File: src/rtl/uart_tx_arbiter_if.sv
// Byte handshake bundle between the message sources and the shared UART transmitter.
// The arbiter takes the slave modport. The sources and the UART engine side take master.
interface uart_tx_arbiter_if #(
    parameter int N_REQ = 4
);
    logic [N_REQ-1:0]   req_valid;
    logic [8*N_REQ-1:0] req_data;
    logic [N_REQ-1:0]   req_last;
    logic [N_REQ-1:0]   req_ready;
    logic               tx_valid;
    logic [7:0]         tx_data;
    logic               tx_ready;

    modport master (
        output req_valid, req_data, req_last, tx_ready,
        input  req_ready, tx_valid, tx_data
    );

    modport slave (
        input  req_valid, req_data, req_last, tx_ready,
        output req_ready, tx_valid, tx_data
    );
endinterface

File: src/rtl/uart_tx_arbiter.sv
// Round-robin, message-granular arbiter that shares one UART byte transmitter between N_REQ sources.
// Defining UART_ARB_TIMEOUT_EN builds a watchdog that revokes a grant from a stalled owner.
module uart_tx_arbiter #(
    parameter int N_REQ          = 4,
    parameter int TIMEOUT_CYCLES = 255
) (
    input  logic             clk,
    input  logic             reset,
    uart_tx_arbiter_if.slave bus,
    output logic [N_REQ-1:0] grant,
    output logic             timeout_pulse
);
    localparam int PW = $clog2(N_REQ);

    typedef enum logic {IDLE, BUSY} state_e;

    state_e        state_q, state_d;
    logic [PW-1:0] owner_q, owner_d;
    logic [PW-1:0] last_ptr_q, last_ptr_d;
    logic [PW-1:0] win, cand;
    logic          any_req, own_valid, own_last, xfer, stall_hit;

    // Search from the requester after last_ptr, wrapping around, and stop at the first valid one.
    always_comb begin
        win     = last_ptr_q;
        cand    = '0;
        any_req = 1'b0;
        for (int i = 1; i <= N_REQ; i++) begin
            cand = PW'((int'(last_ptr_q) + i) % N_REQ);
            if (!any_req && bus.req_valid[cand]) begin
                any_req = 1'b1;
                win     = cand;
            end
        end
    end

    always_comb begin
        grant         = '0;
        bus.req_ready = '0;
        bus.tx_data   = '0;
        for (int i = 0; i < N_REQ; i++) begin
            if (state_q == BUSY && owner_q == PW'(i)) begin
                grant[i]         = 1'b1;
                bus.req_ready[i] = bus.tx_ready;
                bus.tx_data      = bus.req_data[8*i +: 8];
            end
        end
    end

    assign own_valid    = |(grant & bus.req_valid);
    assign own_last     = |(grant & bus.req_last);
    assign xfer         = own_valid && bus.tx_ready;
    assign bus.tx_valid = own_valid;

`ifdef UART_ARB_TIMEOUT_EN
    logic [15:0] stall_q, stall_d;
    logic        to_q;

    assign stall_hit     = (state_q == BUSY) && (stall_q == 16'(TIMEOUT_CYCLES));
    assign timeout_pulse = to_q;

    // Only an absent owner byte counts as a stall. UART backpressure never counts.
    always_comb begin
        stall_d = '0;
        if (state_q == BUSY && !stall_hit && !own_valid) stall_d = stall_q + 16'd1;
    end

    always_ff @(posedge clk) begin
        if (reset) begin
            stall_q <= '0;
            to_q    <= 1'b0;
        end else begin
            stall_q <= stall_d;
            to_q    <= stall_hit;
        end
    end
`else
    assign stall_hit     = 1'b0;
    assign timeout_pulse = 1'b0;
`endif

    always_comb begin
        state_d    = state_q;
        owner_d    = owner_q;
        last_ptr_d = last_ptr_q;
        case (state_q)
            IDLE: if (any_req) begin
                state_d    = BUSY;
                owner_d    = win;
                last_ptr_d = win;
            end
            BUSY: if (stall_hit || (xfer && own_last)) state_d = IDLE;
            default: state_d = IDLE;
        endcase
    end

    always_ff @(posedge clk) begin
        if (reset) begin
            state_q    <= IDLE;
            owner_q    <= '0;
            last_ptr_q <= PW'(N_REQ - 1);
        end else begin
            state_q    <= state_d;
            owner_q    <= owner_d;
            last_ptr_q <= last_ptr_d;
        end
    end
endmodule

File: src/flat_wrapper.sv
// flat-port wrapper written by rule: the top's interface ports become plain ports
module uart_tx_arbiter_flat 
#(
    parameter int N_REQ          = 4,
    parameter int TIMEOUT_CYCLES = 255
)
  (clk, reset, grant, timeout_pulse, bus_req_valid, bus_req_data, bus_req_last, bus_tx_ready, bus_req_ready, bus_tx_valid, bus_tx_data);
  uart_tx_arbiter_if #(.N_REQ(N_REQ)) bus_i ();
  input  logic clk;
  input  logic reset;
  output logic [N_REQ-1:0] grant;
  output logic timeout_pulse;
  input wire logic [$bits(bus_i.req_valid)-1:0] bus_req_valid;
  input wire logic [$bits(bus_i.req_data)-1:0] bus_req_data;
  input wire logic [$bits(bus_i.req_last)-1:0] bus_req_last;
  input wire logic [$bits(bus_i.tx_ready)-1:0] bus_tx_ready;
  output wire logic [$bits(bus_i.req_ready)-1:0] bus_req_ready;
  output wire logic [$bits(bus_i.tx_valid)-1:0] bus_tx_valid;
  output wire logic [$bits(bus_i.tx_data)-1:0] bus_tx_data;
  assign bus_i.req_valid = bus_req_valid;
  assign bus_i.req_data = bus_req_data;
  assign bus_i.req_last = bus_req_last;
  assign bus_i.tx_ready = bus_tx_ready;
  assign bus_req_ready = bus_i.req_ready;
  assign bus_tx_valid = bus_i.tx_valid;
  assign bus_tx_data = bus_i.tx_data;
  uart_tx_arbiter #(.N_REQ(N_REQ), .TIMEOUT_CYCLES(TIMEOUT_CYCLES)) u_core (.clk(clk), .reset(reset), .bus(bus_i), .grant(grant), .timeout_pulse(timeout_pulse));
endmodule
File: config.mk
export PLATFORM = sky130hd
export DESIGN_NAME = uart_tx_arbiter_flat
export DESIGN_NICKNAME = d
export VERILOG_FILES = /design/src/rtl/uart_tx_arbiter_if.sv /design/src/rtl/uart_tx_arbiter.sv /design/src/flat_wrapper.sv
export SDC_FILE = /design/constraint.sdc
export NUM_CORES = 1
export LEC_CHECK = 0
export ABC_CLOCK_PERIOD_IN_PS = 1200
export BUFFER_PORTS_ARGS = -buffer_cell sky130_fd_sc_hd__clkbuf_2
export CAP_MARGIN = 20
export CORE_MARGIN = 2
export CORE_UTILIZATION = 33
export CTS_CLUSTER_SIZE = 24
export DETAILED_ROUTE_END_ITERATION = 6
export PLACE_DENSITY = 0.75
export SETUP_SLACK_MARGIN = 0.1
export SLEW_MARGIN = 30
export SYNTH_ARGS = -nofsm -noshare
export SYNTH_HDL_FRONTEND = slang
export SYNTH_SLANG_ARGS = --single-unit
File: constraint.sdc
create_clock -name clk -period 1.2 [get_ports clk]
set_input_delay 0 -clock clk [delete_from_list [all_inputs] [get_ports clk]]
set_output_delay 0 -clock clk [all_outputs]
set_load 0.1 [all_outputs]
* Word-level counts from Yosys, hierarchy flattened
Cells that the tools add are included.
Operators by class: add/subtract/negate cells 4, reduce and logical (&&, ||, !) cells 16, shift operators 0, bitwise gates (word level) 3, div/mod/pow operators 0, $mul 0, equality and inequality tests 3, magnitude comparators 4, muxes and demuxes 31
Operators with widths (number):
- 8-bit 2-to-1 mux | 4
- 1-bit 2-to-1 mux | 18
- 2-bit by 3-bit less-than comparator with 1-bit output, second input constant | 4
- 1-bit logical AND | 9
- 4-bit bitwise AND | 2
- 1-bit binary-select mux with 2-bit select | 4
- 2-bit 2-to-1 mux | 4
- 4-bit OR reduction | 2
- 2-bit by 1-bit adder with 2-bit output, second input constant | 2
- 2-bit adder, second input constant | 2
- 2-bit == test, second input constant | 2
- 1-bit zero test | 3
- 2-bit by 1-bit == test with 1-bit output, second input constant | 1
- 2-bit zero test | 1
- 1-bit case mux with 2 select lines | 1
- 2-bit AND reduction | 1
- 1-bit inverter | 1
Storage, ports and cells: logic and storage cells 64, memory bits (writable) 0, output and inout bits 18, memory bits (read-only) 0, register bits after elaboration 5, bits in latches 0, memories 0, input bits 43

* Longest topological paths before layout
depth after elaboration 15, mapped depth 6

* Least setup slack after synthesis
Ideal clock, no wire load.
path kind register to output, start point register u_core.owner_q[1], end point output bus_req_ready[2], data required time 1.200 ns, arrival 2.911 ns, cell stages (with the launch flop) 4, path slack -1.711 ns, path through dfxtp_1 > buf_2 > buf_2 > nor3b_1
Between the ends: longest elaborated chain between the ends 3
RTL lines:
- from (decl) | line uart_tx_arbiter.sv:18 | logic [PW-1:0] owner_q, owner_d;
- from (signal assigned) | line uart_tx_arbiter.sv:104 | owner_q <= owner_d;
- 2-bit == test | line uart_tx_arbiter.sv:42 | if (state_q == BUSY && owner_q == PW'(i)) begin
- 1-bit logical AND | line uart_tx_arbiter.sv:42
- 1-bit 2-to-1 mux | line uart_tx_arbiter.sv:42
- to (decl) | line flat_wrapper.sv:17 | output wire logic [$bits(bus_i.req_ready)-1:0] bus_req_ready;
No other way between the ends.

* Worst setup path after layout
start point register u_core.owner_q[0], end point output bus_tx_data[1]
Between the ends: longest elaborated chain between the ends 6
RTL lines:
- 2-bit zero test | line uart_tx_arbiter.sv:42
- 1-bit logical AND | line uart_tx_arbiter.sv:42
- 8-bit 2-to-1 mux (3 in a row) | line uart_tx_arbiter.sv:42
- 8-bit 2-to-1 mux * | line uart_tx_arbiter.sv:42
- to (decl) | line flat_wrapper.sv:19 | output wire logic [$bits(bus_i.tx_data)-1:0] bus_tx_data;
Mark *: on every way between the ends. The rest lies on a longest branch, timed or not.

==> out/qor.txt <==
net count after synthesis - 115
cells along the critical path - buf_12, mux4_2, and2_4, buf_12
clock network power share - 11.6%
global route total overflow - 0
GRT Overall Usage - 27.4%
Hold Crit Start - bus_tx_ready
minimum hold slack - 0.127 ns
diode count - 0
Sink Count - 5
crit-path max cell delay - 0.50 ns
Setup crit start kind - flop
total number of H-tree levels - 1
CTS tree - done
DP HPWL - 2550 um
synthesis-to-layout area growth - 134%
Reg-to-Reg Start - u_core.owner_q[0]
via count of the first global-routing pass - 992
number of cell rows - 16
data required time at the worst endpoint - 1.20 ns
max-cap viol count - 0
CP max stage cell - sky130_fd_sc_hd__mux4_2
Chip Width - 49.5 um
Post-Syn Area - 684 um^2
maximum VDD drop - 0.714 mV
starting utilization of the core area - 34.9%
critical path fanouts, max - 5
violations in the final reports - setup timing
Final nets - 188
Clock Tree Buf Depth - 2
switching share of power - 46.9%
leakage power - 0.680 nW
Cell Pwr Density - 1040 nW/um^2
placer congestion estimate - 0.903
vias per std cell - 5.53
Max Clk Rate - 0.636 GHz
Main synth FF type - sky130_fd_sc_hd__dfxtp_1
average wire per standard cell - 18.6 um
post-layout utilization of the core - 81.8%
Synth area leaders - sky130_fd_sc_hd__mux4_2, sky130_fd_sc_hd__dfxtp_1, sky130_fd_sc_hd__and2_1
core region area - 1960 um^2
maximum number of pins on one net before global-route repair - 9
fraction of final layout cells sized beyond drive strength 1 - 84.7%
detailed-routing iteration count for the pre-antenna-repair pass - 4
Root Buffer Master - sky130_fd_sc_hd__clkbuf_4
Seq/Total Area, Yosys - 14.6%
crit path DAT - 1.57 ns
post-route setup TNS - -4.20 ns
category of the worst setup path capture point - output port
type of the worst min-delay path - input pin to flop
logic gate share of total power - 74.1%
Synth top area share - 36.2%
count of unique library cells instantiated by Yosys - 26
path type of the worst setup path - flop to output port
clock slew seen by the registers of the worst setup and hold paths - 0.04 ns
number of placed I/O pins - 61
# port buffers - 59
DRC violation count after routing - 0
flops & latches, synth - 5
number of enable flip-flop cells after synthesis - 0
outcome - complete, but fails checks
Final Instance Area - 1600 um^2
crit path launch - u_core.owner_q[0]
instance count after placement with tap cells included - 163
unrepaired setup endpoints after global routing - yes
global-route wire length before repair - 4900 um
total number of vias - 945
share of flip-flops with an asynchronous set or reset - 0%
cell internal power dissipation - 888 uW
setup-violating endpoint count in the final report - 19
time the worst path needs with I/O delays and setup - 1.57 ns
Cells after Synth - 72
antenna violations before repair - 0
Setup WS post-layout - -0.372 ns
number of failing hold endpoints at the final stage - 0
fraction of power consumed by sequential logic - 14.3%
Post-Syn Area per Cell - 9.51 um^2
post-route clock period utilization - 131%
most used cells in the layout excluding fill and tap cells - sky130_fd_sc_hd__clkbuf_2, sky130_fd_sc_hd__buf_12, sky130_fd_sc_hd__mux4_2
clock latency on the worst-skew pair - 0.25 ns
number of standard cells in the layout, taps in and fillers out - 171
DRT iter0 DRCs - 24
most common cell after layout, fill and taps aside - sky130_fd_sc_hd__clkbuf_2
Routed Wire Length - 3180 um
final number of max-transition violations - 0
Overall Power - 1.67 mW
Clock Skew - 0.00296 ns
dpl cell area - 1460 um^2
count of nets left with antenna violations after detail routing - 0
post-synthesis cell type with the largest combined area - sky130_fd_sc_hd__mux4_2
most used cell, CP - sky130_fd_sc_hd__buf_12
worst slack at placement - -0.154 ns
total net switching power - 785 uW
Num CTS Buffers - 3
Die Span Y - 49.5 um
DIE AREA - 2450 um^2
Synth Warn # - 0
-- cells by family after synthesis --
| kind of cell | after synthesis | share of synthesized area [%] |
|---|---|---|
| buf+inv | 9 | 8.04 |
| flops | 5 | 14.6 |
| other cells | 1 | 0.548 |
| mux | 11 | 36.2 |
| compound gates | 10 | 10.4 |
| simple gates | 36 | 30.2 |
-- sequential cells by signal (all words and copies together) (netlist names) --
register,cells
u_core.last_ptr_q,2
u_core.owner_q,2
u_core.state_q,1
-- routing by layer --
metal,vias to the layer above,GRT usage [%],share of wire (%)
li1,416,-,-
met3,14,6.06,6.8
met2,53,53.3,58
met4,0,14.8,3.1
met1,462,25.9,32
met5,-,0,0
-- power groups by stage --
| stage | logic, mW | registers (mW) | clock network (mW) |
|---|---|---|---|
| floorplan | 0.776 | 0.214 | 0 |
| global placement | 1.12 | 0.224 | 0 |
| detailed placement | 1.15 | 0.229 | 0 |
| CTS | 1.22 | 0.232 | 0.201 |
| global route | 1.28 | 0.241 | 0.219 |
| finish | 1.24 | 0.239 | 0.194 |
-- worst paths after layout --
kind	end	slack (ns)	depth (start not counted)
worst min-delay path	u_core.state_q	0.13	4
worst max-delay path	bus_tx_data[1]	-0.37	4
worst min register to register	u_core.last_ptr_q[0]	0.61	1
worst max register to register	u_core.state_q	-0.27	7
-- worst max-delay path, delay by kind of cell (launching register included) --
kind | cells | cell delay (ns)
AND/OR/NAND/NOR | 1 | 0.16
flip-flops | 1 | 0.38
multiplexers | 1 | 0.50
buffers and inverters | 2 | 0.29
-- final cells by class --
| class | instances | area (um^2) |
|---|---|---|
| sequential | 5 | 116 |
| multi-input combinational | 58 | 694 |
| timing repair buffer | 74 | 722 |
| clock buffer | 4 | 26.3 |
| tap | 27 | 33.8 |
| fill | 101 | 358 |
| inverter | 3 | 11.3 |
-- synth_stat cells, drive strengths merged (2+ instances only) --
| master | count |
|---|---|
| a21oi | 3 |
| inv | 3 |
| mux4 | 11 |
| and2 | 9 |
| nand2 | 2 |
| buf | 5 |
| nor3b | 4 |
| nor2 | 7 |
| nor3 | 5 |
| nor2b | 6 |
| dfxtp | 5 |
-- repair_timing --
item	4_1_cts	5_1_grt
hold endpoints to repair	3	0
resized for setup	16	9
pin swaps	14	1
buffers inserted	3	0
hold buffers	1	0
endpoints found under the setup margin	22	21
(Power assumes the default switching activity.)
